==> config.mk <==
export PLATFORM = sky130hd
export DESIGN_NAME = fetch_stage
export DESIGN_NICKNAME = d
export VERILOG_FILES = /design/src/rtl/fetch_stage_pkg.sv /design/src/rtl/fetch_stage_pc_reg.sv /design/src/rtl/fetch_stage.sv
export SDC_FILE = /design/constraint.sdc
export NUM_CORES = 1
export LEC_CHECK = 0
export CORE_MARGIN = 10
export CORE_UTILIZATION = 25
export DETAILED_ROUTE_END_ITERATION = 8
export GPL_ROUTABILITY_DRIVEN = 0
export PLACE_DENSITY = 0.47
export SLEW_MARGIN = 20
export SYNTH_ARGS = -nofsm -noshare
export SYNTH_HDL_FRONTEND = slang
export SYNTH_SLANG_ARGS = --single-unit
export TNS_END_PERCENT = 50
==> constraint.sdc <==
create_clock -name clk -period 4.1 [get_ports clk]
set_input_delay 0.82 -clock clk [delete_from_list [all_inputs] [get_ports clk]]
set_output_delay 0.82 -clock clk [all_outputs]
set_load 0.005 [all_outputs]
==> src/rtl/fetch_stage_pkg.sv <==
// Shared definitions for the fetch stage and the opcode decoder:
// opcode constants, the NOP word and the fetch state encoding.
package fetch_stage_pkg;

    localparam logic [4:0]  OP_HALT  = 5'b00000;
    localparam logic [4:0]  OP_NOP   = 5'b00001;
    localparam logic [15:0] NOP_WORD = {OP_NOP, 11'b0};

    typedef enum logic [1:0] {
        ST_FETCH  = 2'd0,
        ST_HALTED = 2'd1,
        ST_ERR    = 2'd2
    } fetch_state_e;

    function automatic logic is_halt(input logic [15:0] w);
        return w[15:11] == OP_HALT;
    endfunction

endpackage

==> src/rtl/fetch_stage_pc_reg.sv <==
// pc_reg: program counter with async reset to RESET_PC, a load port
// and a step-by-2 enable.
// Ports: clk, rst, i_load, i_load_pc, i_inc -> o_pc, o_pc_plus2.
module pc_reg #(
    parameter int              PC_W     = 16,
    parameter logic [PC_W-1:0] RESET_PC = '0
) (
    input  logic            clk,
    input  logic            rst,
    input  logic            i_load,
    input  logic [PC_W-1:0] i_load_pc,
    input  logic            i_inc,
    output logic [PC_W-1:0] o_pc,
    output logic [PC_W-1:0] o_pc_plus2
);

    localparam logic [PC_W-1:0] TWO = {{(PC_W-2){1'b0}}, 2'b10};

    logic [PC_W-1:0] r_pc;

    // Load wins over increment; both wrap modulo 2^PC_W.
    always_ff @(posedge clk or posedge rst) begin
        if (rst) begin
            r_pc <= RESET_PC;
        end else if (i_load) begin
            r_pc <= i_load_pc;
        end else if (i_inc) begin
            r_pc <= o_pc_plus2;
        end
    end

    assign o_pc       = r_pc;
    assign o_pc_plus2 = r_pc + TWO;

endmodule

==> src/rtl/fetch_stage.sv <==
// fetch_stage: instruction fetch with ready handshake, HALT stop and
// execute-stage redirects. Optional macro ALIGN_CHECK_EN enables the
// misaligned-redirect error state.
// Ports: clk, rst, imem_req/addr/rdata/ready, redirect_valid/pc,
// stall_in, instr_out, instr_valid, pc_out, pc_plus2_out, halted, err.
module fetch_stage
    import fetch_stage_pkg::*;
#(
    parameter int              PC_W     = 16,
    parameter logic [PC_W-1:0] RESET_PC = '0
) (
    input  logic            clk,
    input  logic            rst,
    output logic            imem_req,
    output logic [PC_W-1:0] imem_addr,
    input  logic [15:0]     imem_rdata,
    input  logic            imem_ready,
    input  logic            redirect_valid,
    input  logic [PC_W-1:0] redirect_pc,
    input  logic            stall_in,
    output logic [15:0]     instr_out,
    output logic            instr_valid,
    output logic [PC_W-1:0] pc_out,
    output logic [PC_W-1:0] pc_plus2_out,
    output logic            halted,
    output logic            err
);

    localparam logic [PC_W-1:0] TWO = {{(PC_W-2){1'b0}}, 2'b10};
    localparam logic [PC_W-1:0] RESET_PC2 = RESET_PC + TWO;

    fetch_state_e    r_state;
    logic [15:0]     r_instr;
    logic            r_valid;
    logic [PC_W-1:0] r_pc_out;
    logic [PC_W-1:0] r_pc_plus2;
    logic            r_halted;

    logic [PC_W-1:0] w_pc;
    logic [PC_W-1:0] w_pc_plus2;
    logic            w_fen;
    logic            w_capture;
    logic            w_consume;
    logic            w_redir_ok;
    logic            w_redir_load;
    logic            w_redir_bad;
    logic [PC_W-1:0] w_redir_pc;

    // ERR is terminal: redirects are only honoured outside it.
    assign w_redir_ok = redirect_valid & (r_state != ST_ERR);

`ifdef ALIGN_CHECK_EN
    logic r_err;

    assign w_redir_bad  = w_redir_ok & redirect_pc[0];
    assign w_redir_load = w_redir_ok & ~redirect_pc[0];
    assign w_redir_pc   = redirect_pc;
    assign err          = r_err;
`else
    // Odd targets are silently rounded down to the even address.
    localparam logic [PC_W-1:0] LSB_CLR = {{(PC_W-1){1'b1}}, 1'b0};

    assign w_redir_bad  = 1'b0;
    assign w_redir_load = w_redir_ok;
    assign w_redir_pc   = redirect_pc & LSB_CLR;
    assign err          = 1'b0;
`endif

    assign w_fen = (r_state == ST_FETCH)
                 & (~r_valid | ~stall_in)
                 & ~redirect_valid;

    assign w_capture = w_fen & imem_ready;
    assign w_consume = r_valid & ~stall_in;

    pc_reg #(
        .PC_W     (PC_W),
        .RESET_PC (RESET_PC)
    ) u_pc_reg (
        .clk        (clk),
        .rst        (rst),
        .i_load     (w_redir_load),
        .i_load_pc  (w_redir_pc),
        .i_inc      (w_capture),
        .o_pc       (w_pc),
        .o_pc_plus2 (w_pc_plus2)
    );

    always_ff @(posedge clk or posedge rst) begin
        if (rst) begin
            r_state    <= ST_FETCH;
            r_instr    <= NOP_WORD;
            r_valid    <= 1'b0;
            r_pc_out   <= RESET_PC;
            r_pc_plus2 <= RESET_PC2;
            r_halted   <= 1'b0;
`ifdef ALIGN_CHECK_EN
            r_err      <= 1'b0;
`endif
        end else if (w_redir_bad) begin
            r_state  <= ST_ERR;
            r_valid  <= 1'b0;
            r_halted <= 1'b0;
`ifdef ALIGN_CHECK_EN
            r_err    <= 1'b1;
`endif
        end else if (w_redir_load) begin
            // Flush; a HALT still held is wrong-path.
            r_state  <= ST_FETCH;
            r_valid  <= 1'b0;
            r_halted <= 1'b0;
        end else if (w_capture) begin
            r_instr    <= imem_rdata;
            r_pc_out   <= w_pc;
            r_pc_plus2 <= w_pc_plus2;
            r_valid    <= 1'b1;
            if (is_halt(imem_rdata)) begin
                r_state  <= ST_HALTED;
                r_halted <= 1'b1;
            end
        end else if (w_consume) begin
            r_valid <= 1'b0;
        end
    end

    assign imem_req     = w_fen & ~rst;
    assign imem_addr    = w_pc;
    assign instr_out    = r_instr;
    assign instr_valid  = r_valid;
    assign pc_out       = r_pc_out;
    assign pc_plus2_out = r_pc_plus2;
    assign halted       = r_halted;

endmodule

==> key figures, run 1 <==
Yosys
  – Synth warnings: 0
  – Ys async rst share: 100%
  – Post-synth top area share: approximately 53%
  – Synth area leader: dfrtp_1
  – #FFs+latches synth: between 60 and 70
  – Synthesized area: 0.00290 mm²
  – Post-synth top flop: dfrtp_1
  – Post-Synthesis Cells: 325
  – Most instantiated library cell after synthesis: nand2_1
  – Post-synth top cells: nand2_1, dfrtp_1, o21ai_0, xnor2_1, clkbuf_1
  – Syn avg cell area: about 8.9 µm²
  – Post-synth EDFFs: 0
  – Synth cell types: 38
  – Top cells by area, synth: dfrtp_1, nand2_1, xnor2_1, o21ai_0, dfstp_2
  – Register area share after synthesis: a little over half

Global route
  – Gr usage total: 11.4%
  – Initial antenna violation count: 0
  – Vias in the first global route: about 2500
  – Largest net degree at the start of global routing: slightly above 40
  – Global-route wire length before repair: 14.6 mm
  – Grt ovf: 0

Power and ir drop
  – Sequential power share: 38.8%
  – Worst vdd ir: 176 µV
  – Pint: ~0.0015 W
  – Static leakage: around 1.9 nW
  – Combinational share of power: between 20% and 30%
  – Sw Pwr: ~0.00053 W
  – Cell Pwr Density: between 400 and 500 mW/mm²
  – Clock power share: between 40% and 50%
  – Switching share of power: 25.4%

Route
  – Vias post-DR: 2456
  – Total routed wirelength: just over 9 mm
  – Final ANT Viol Nets: 0
  – Detailed Route Iter0 Violations: roughly 140
  – DR WL/cell: 15.9 µm
  – DR DRC count: 0
  – Pre-Repair DR Iteration Count: 4
  – Drt via density: roughly 4.3

STA
  – Slew @ Worst Pin: 847 ps
  – RSZ-0062 raised after global routing: false
  – Fin. Hold Viols: 0
  – Final period util: 75.4%
  – Setup_tns: 0 ps
  – Hold Slack: about 470 ps
  – Slew HR: between 40 and 50%
  – Layout Skew: 9.45 ps
  – Final setup fails: 0
  – Fin worst setup slack: approximately 1000 ps
  – F_max: 323 MHz
  – Fin. max-slew vios: 0
  – Period minus WS final: slightly above 3000 ps

Place
  – Dpl ws: slightly above 1000 ps
  – # placed instances: about 560
  – Buffers added on ports: 99
  – Final HPWL DP: about 6.7 mm
  – Post-DP Area: 0.00405 mm²

Critical path
  – Reg2reg path depth: 4
  – RR Endpoint: u_pc_reg.o_pc[14]
  – CP Class: in2out
  – RR Startpoint: u_pc_reg.o_pc[3]
  – Worst Path Required: 3280 ps
  – CP arrival: 2270 ps
  – Worst Setup Start Kind: primary input
  – R2R Setup Slk: 2040 ps
  – CP max FO: 9
  – CP endpoint kind: output pin

Clock network
  – CTS Buf Count: 9
  – Clock transition at path regs: around 60 ps
  – Clock root cell: clkbuf_16
  – Post_cts resized: 0
  – H-Tree Depth: 3
  – CTS Sinks: 63
  – Worst-Skew Late Latency: between 300 and 400 ps
  – TritonCTS clock tree: done
  – Clock tree buffer depth: 2
  – Setup Buffers After CTS: 0
  – Cts hold-fix bufs: 0

Layout
  – # nets final: ~460
  – Filler cells: 1210
  – Cell area after layout: ~0.0044 mm²
  – Non-filler cells, final: around 570
  – Layout cell share with drive strength beyond 1: between 7 and 8%
  – N_diodes: 0
  – Area grow syn2layout: 50.8%

Die
  – Io pins: approximately 110
  – Row cnt: 39
  – Area of the core: ~0.011 mm²
  – Die Y: 128 µm
  – Initial Utilization: 25.5%
  – Die footprint: around 0.016 mm²
  – Die Wd: about 130 µm

Run status
  – Outcome: finished clean

Min path
  – Worst hold endpoint: instr_out[11]
  – Cell count of the worst hold path: 2
  – Hold WC Path Type: reg2reg
  – Worst Min Path Start: instr_out[11]

Flow run
  – MaxCap Viol Count: 0
==> state kept, by name, summed over array words and instances (netlist names) <==
name and count:
halted 1, pc_plus2_out 15, u_pc_reg.o_pc 15, instr_valid 1, instr_out 16, pc_out 15
==> worst max-delay path, cell delays in order <==
cell             delay, ps
clkdlybuf4s50_1        440
a21o_1                 280
nor3_1                 170
clkdlybuf4s50_1        560
==> stage by stage <==
| stage | power [W] | utilization (%) |
|---|---|---|
| floorplan | 0.000964 | - |
| global placement | 0.00126 | 35.6 |
| detailed placement | 0.00127 | 35.6 |
| CTS | 0.00212 | 38.5 |
| global route | 0.00220 | 38.5 |
| finish | 0.00208 | 38.5 |
==> power groups by stage <==
stage          clock network, W  registers, W  logic, W
4_1_cts                0.000858      0.000807  0.000451
5_1_grt                0.000892      0.000824  0.000485
3_3_place_gp                  0      0.000814  0.000446
6_report               0.000836      0.000804  0.000436
3_5_place_dp                  0      0.000816  0.000449
2_1_floorplan                 0      0.000803  0.000161
==> logic make-up after synthesis <==
logic type,Yosys count,share of synthesized area [%]
AOI/OAI and AO/OA,36,7.25
xor gates and xnor gates,20,6.04
adders and majority gates,1,0.432
buffers and inverters,24,3.88
DFF,63,54.5
muxes,4,1.38
other,1,0.129
and+or+nand+nor,176,26.4
==> layer usage <==
| metal | wire length (µm) | track usage [%] | up-vias | part of all wire [%] |
|---|---|---|---|---|
| li1 | - | - | 1259 | - |
| met1 | 4160 | 14.3 | 1130 | 46 |
| met2 | 4190 | 17.4 | 58 | 46 |
| met3 | 655 | 4.76 | 9 | 7.2 |
| met4 | 78 | 3.58 | 0 | 0.86 |
| met5 | 0 | 0 | - | 0 |
==> layout by cell type, fill, tap and decap left out, drive strengths merged, types with 3 or more instances in the layout <==
master / n
nand2: 130
or4: 3
a31oi: 4
buf: 6
nor2: 10
xor2: 6
conb: 4
xnor2: 14
o21ai: 22
mux2i: 4
nor3: 8
clkbuf: 13
nor4: 5
a211o: 3
nand4: 3
clkdlybuf4s50: 99
dfrtp: 61
nand3: 8
or3: 3
==> how the worst max path moves through the flow <==
stage	startpoint	end	slack [ps]	cells past startpoint
3_3_place_gp	stall_in	imem_req	1010	4
6_report	stall_in	imem_req	1010	4
2_1_floorplan	rst	halted	1710	1
3_5_place_dp	stall_in	imem_req	1010	4
5_1_grt	stall_in	imem_req	920	4
4_1_cts	stall_in	imem_req	990	4
==> area by class of cell <==
class,instances,area [µm²],area share (%)
clock inverter,3,65.1,1.49
timing repair buffer,105,1050,24.0
tap,143,179,4.09
multi-input combinational,241,1230,28.1
inverter,3,11.3,0.258
clock buffer,13,260,5.95
sequential,63,1580,36.1
Note: power is estimated with default switching activity, not from simulation.
==> run 2, diff against run 1 <==
PLACE_DENSITY = 0.49   (was 0.47)
clock period = 2.8 ns   (was 4.1 ns; I/O delays follow)
==> run 2 against run 1 <==
  * Critical endpoint unchanged
  * Core utilization rose by 0.20 points
  * Register-to-register slack got worse by 1300 ps
  * Largest cell class unchanged
  * Die area did not move
  * Flip-flop and latch count did not move
  * Sequential power rose by 47%
  * Critical path type unchanged
  * Non-clock buffer count rose by 5
==> key figures, run 2 (synthesized netlist as in run 1, its figures left out) <==
Route
  – Final ANT Viol Nets: 0
  – Detailed Route Iter0 Violations: ~150
  – DR WL/cell: approximately 16 µm
  – Vias post-DR: approximately 2500
  – Total routed wirelength: between 9 and 10 mm
  – DR DRC count: 0
  – Drt via density: 4.36
  – Pre-Repair DR Iteration Count: 4

Global route
  – Largest net degree at the start of global routing: 47
  – Global-route wire length before repair: 14.5 mm
  – Vias in the first global route: 2583
  – Initial antenna violation count: 0
  – Gr usage total: ~11%
  – Grt ovf: 0

STA
  – Fin worst setup slack: 353 ps
  – Setup_tns: 0 ps
  – Final period util: just under 90%
  – Slew HR: a little under two thirds
  – Period minus WS final: around 2400 ps
  – Layout Skew: approximately 6.7 ps
  – Fin. max-slew vios: 0
  – Slew @ Worst Pin: approximately 540 ps
  – RSZ-0062 raised after global routing: false
  – Final setup fails: 0
  – F_max: 409 MHz
  – Fin. Hold Viols: 0

Clock network
  – Clock tree buffer depth: 2
  – Clock root cell: clkbuf_16
  – CTS Buf Count: 9
  – Clock transition at path regs: roughly 60 ps
  – TritonCTS clock tree: done
  – Post_cts resized: 0
  – CTS Sinks: 63
  – Worst-Skew Late Latency: approximately 320 ps
  – Cts hold-fix bufs: 0
  – H-Tree Depth: 3
  – Setup Buffers After CTS: 0

Critical path
  – Reg2reg path depth: 5
  – R2R Setup Slk: roughly 800 ps
  – Worst Path Required: approximately 2200 ps
  – Worst Setup Start Kind: primary input
  – CP max FO: 3
  – CP endpoint kind: output pin
  – RR Startpoint: u_pc_reg.o_pc[1]
  – CP arrival: 1890 ps
  – CP Class: in2out
  – RR Endpoint: u_pc_reg.o_pc[13]

Place
  – Final HPWL DP: roughly 6.8 mm
  – # placed instances: 560
  – Dpl ws: around 340 ps
  – Buffers added on ports: a little under 100

Min path
  – Worst hold endpoint: instr_out[11]
  – Cell count of the worst hold path: 2
  – Worst Min Path Start: instr_out[11]
  – Hold WC Path Type: reg2reg

Layout
  – Area taken by multi-input logic gates: 0.00123 mm²
  – Filler cells: between 1000 and 1500
  – Layout cell share with drive strength beyond 1: between 8 and 9%
  – # nets final: 466
  – Area grow syn2layout: 51.6%
  – Max reg flops: 16
  – Commonest non-fill, non-tap cell in the layout: nand2_1
  – Most frequent cells in the layout: nand2_1, clkdlybuf4s50_1, dfrtp_1
  – Non-filler cells, final: between 500 and 600
  – Total area of sequential cells: approximately 0.0016 mm²
  – N_diodes: 0

Flow run
  – MaxCap Viol Count: 0

Die
  – Die footprint: between 0.015 and 0.02 mm²
  – Row cnt: 39
  – Die Y: 128 µm
  – Io pins: between 100 and 150
  – Initial Utilization: roughly a quarter
  – Area of the core: about 0.011 mm²
  – Die Wd: 128 µm

Power and ir drop
  – Worst vdd ir: roughly 300 µV
  – Static leakage: ~2 nW
  – Cell Pwr Density: between 600 and 700 mW/mm²

Run status
  – Outcome: finished clean
[run 2: cell types whose count changed in the layout (fill, tap and decap cells not counted)]
cell       delta
bufinv_16     -1
clkbuf_1      -1
clkinv_2      +1
buf_4         +5
clkbuf_8      +1
[run 2: metal layers]
layer  GRT usage, %  share of wire [%]  routed length [µm]  vias to the layer above
met4           3.71                1.3                 115                        0
met2           17.0                 45                4080                       72
li1               -                  -                   -                     1262
met5              0                  0                   0                        -
met3           4.18                7.2                 651                        8
met1           14.4                 46                4190                     1167
[run 2: layout make-up]
class	instances	share of cell area, %
tap	143	4.07
inverter	3	0.256
clock buffer	13	6.15
multi-input combinational	241	28.0
clock inverter	3	0.911
timing repair buffer	110	24.7
sequential	63	35.9
[run 2: worst max-delay path, cell delays in order]
cell,delay (ps)
clkdlybuf4s50_1,450
a21o_1,200
nor3_1,130
clkdlybuf4s50_1,540
[run 2: power by group]
group,leakage (nW),internal [W],switching [W]
registers,0.770,0.00106,0.000120
logic,1.02,0.000389,0.000255
clock network,0.156,0.000759,0.000398
total,1.94,0.00221,0.000773
[run 2: worst max path at each step]
stage	startpoint	endpoint	slack [ps]
after floorplan	rst	halted	670
after global placement	stall_in	imem_req	320
after detailed placement	redirect_valid	pc_plus2_out[15]	340
after CTS	stall_in	imem_req	340
after global routing	stall_in	imem_req	300
final	stall_in	imem_req	350
[run 2: metrics by stage]
stage | hold slack [ps] | total power (W) | util [%] | area [µm²]
finish | 461 | 0.00298 | 38.6 | 4390
detailed placement | 454 | 0.00186 | 35.9 | 4080
global placement | 448 | 0.00185 | 35.9 | 4080
CTS | 462 | 0.00303 | 38.6 | 4390
global route | 485 | 0.00315 | 38.6 | 4390
floorplan | 448 | 0.00141 | - | 2910
==> run 3, diff against run 2 <==
ABC_AREA = 1   (was unset)
TNS_END_PERCENT = 100   (was 50)
==> run 3 against run 2 <==
  * Cell count is 2.4% higher
  * Synthesized cell count is 5.5% higher
  * Wire length is 3.6% lower
  * Flip-flop and latch count stayed put
  * Clock power hardly changed
  * Largest power group unchanged
  * First-iteration DRC count is 18% lower
  * Critical endpoint unchanged
  * Area after synthesis is 3.1% lower
==> key figures, run 3 <==
Route
  – DR top layer: met4
  – Wire length on met1: between 3 and 4 mm
  – Vias post-DR: ~2500
  – Detailed Route Iter0 Violations: 120
  – Final ANT Viol Nets: 0
  – Pre-Repair DR Iteration Count: 4
  – Total routed wirelength: 8.71 mm
  – Met3 wire len: 929 µm
  – DR WL/cell: 14.8 µm
  – Met2 wire length: ~3.9 mm
  – DR DRC count: 0
  – Drt via density: approximately 4.3

Yosys
  – Register area share after synthesis: between 50 and 60%
  – Main combinational cell family by area after synthesis: simple AND/OR/NAND/NOR gates
  – Synth warnings: 0
  – Post-synth top flop: dfrtp_1
  – Ys async rst share: 100%
  – Post-synthesis compound-gate area fraction: 4.99%
  – Synthesized area: approximately 0.0028 mm²
  – Mux cell area share after synthesis: 0%
  – Top cells by area, synth: dfrtp_1, nand2_1, nand3_1, inv_1, o21ai_1
  – Post-Synthesis Cells: 343
  – Synth Area in Simple Gates: a little under a third
  – Post-synth top cells: nand2_1, dfrtp_1, inv_1, nand3_1, o21ai_1
  – #FFs+latches synth: 63
  – Post-synth EDFFs: 0
  – Adder-Cell Fraction of Synth Area: less than 1%
  – Most instantiated library cell after synthesis: nand2_1
  – Synth cell types: 26
  – Synth Area in XOR/XNOR: 0%
  – Syn avg cell area: 8.19 µm²
  – Post-synth top area share: about 54%
  – Synth area leader: dfrtp_1

Die
  – Area of the core: between 0.01 and 0.015 mm²
  – Die Wd: roughly 130 µm
  – Initial Utilization: ~26%
  – Die Y: 126 µm
  – Row cnt: 38
  – Io pins: about 110
  – Die footprint: 0.0159 mm²

STA
  – Final setup fails: 0
  – Slew @ Worst Pin: roughly 530 ps
  – Layout Skew: 9.48 ps
  – Slew HR: roughly 64%
  – Setup_tns: 0 ps
  – Hold Slack: 471 ps
  – Fin. Hold Viols: 0
  – F_max: around 420 MHz
  – Period minus WS final: around 2400 ps
  – Final period util: between 80% and 90%
  – RSZ-0062 raised after global routing: false
  – Fin. max-slew vios: 0

Place
  – Final HPWL DP: approximately 6.4 mm
  – Buffers added on ports: between 90 and 100
  – # placed instances: approximately 570

Global route
  – Initial antenna violation count: 0
  – Gr usage total: between 10 and 15%
  – Vias in the first global route: roughly 2700
  – Global-route wire length before repair: approximately 14 mm
  – Largest net degree at the start of global routing: between 60 and 70
  – Grt ovf: 0

Clock network
  – Worst-Skew Late Latency: ~330 ps
  – Clock tree buffer depth: 2
  – Clock root cell: clkbuf_16
  – H-Tree Depth: 3
  – CTS Buf Count: 9
  – CTS Sinks: 63
  – Setup Buffers After CTS: 0
  – Clock transition at path regs: approximately 50 ps
  – TritonCTS clock tree: done
  – Cts hold-fix bufs: 0
  – Post_cts resized: 0

Critical path
  – CP Class: in2out
  – Worst Path Required: roughly 2200 ps
  – CP endpoint kind: output pin
  – CP arrival: about 1800 ps
  – Worst Setup Start Kind: primary input
  – CP max FO: 3

Layout
  – Non-filler cells, final: a little under 600
  – # nets final: slightly below 500
  – Layout cell share with drive strength beyond 1: approximately 6.9%
  – Commonest non-fill, non-tap cell in the layout: nand2_1
  – Max reg flops: 16
  – N_diodes: 0
  – Area grow syn2layout: 50.3%
  – Filler cells: roughly 1200
  – Most frequent cells in the layout: nand2_1, clkdlybuf4s50_1, dfrtp_1

Power and ir drop
  – Cell Pwr Density: ~710 mW/mm²
  – Static leakage: 2.03 nW
  – Worst vdd ir: between 200 and 300 µV

Min path
  – Hold WC Path Type: reg2reg

Run status
  – Outcome: finished clean

Flow run
  – MaxCap Viol Count: 0
[run 3: cells by family (layout without fill, tap and decap cells)]
kind of cell / Yosys count / after routing
adder cells (fa/ha/maj): 1 / 1
other: 1 / 4
buffers and inverters: 42 / 146
AND/OR/NAND/NOR: 209 / 209
AO/OA/AOI/OAI: 27 / 27
flip-flops: 63 / 63
[run 3: critical path, cell delays in order]
cell             delay [ps]
clkdlybuf4s50_1         400
nand2_1                 110
inv_1                    50
nor4_1                  170
clkdlybuf4s50_1         550
[run 3: path summary, 6_finish.rpt]
| kind | start | to | slack (ps) | cells past startpoint |
|---|---|---|---|---|
| min | instr_out[11] | instr_out[11] | 470 | 2 |
| max in group asynchronous | rst | pc_plus2_out[1] | 1790 | 3 |
| min reg2reg | instr_out[11] | instr_out[11] | 470 | 2 |
| min in group asynchronous | rst | instr_out[2] | 640 | 3 |
| max reg2reg | u_pc_reg.o_pc[2] | pc_plus2_out[15] | 1320 | 6 |
| max | stall_in | imem_req | 410 | 5 |
[run 3: report_power, final]
part	switching, W	internal (W)
clock	0.000420	0.000717
combinational	0.000277	0.000388
sequential	0.000112	0.00107
total	0.000808	0.00217
[run 3: layer usage]
layer / up-vias / track usage, %
met4: 0 / 4.02
met3: 8 / 5.87
met5: - / 0
met2: 76 / 17.3
li1: 1280 / -
met1: 1166 / 12.9
[run 3: final cells by class]
type / count / area, µm² / area share (%)
clock inverters: 6 / 68.8 / 1.63
flip-flops and latches: 63 / 1580 / 37.4
multi-input cells: 241 / 1030 / 24.3
well taps: 140 / 175 / 4.15
inverters: 27 / 101 / 2.40
repair buffers: 103 / 1030 / 24.5
clock buffers: 10 / 239 / 5.66
[run 3: per-stage QoR]
step | utilization [%] | area [µm²] | setup slack [ps] | power (W)
final | 38.6 | 4220 | 407 | 0.00298
after global routing | 38.6 | 4220 | 291 | 0.00317
after CTS | 38.6 | 4220 | 392 | 0.00303
after detailed placement | 35.8 | 3920 | 420 | 0.00187
after global placement | 35.8 | 3920 | 394 | 0.00187
after floorplan | - | 2820 | 674 | 0.00142
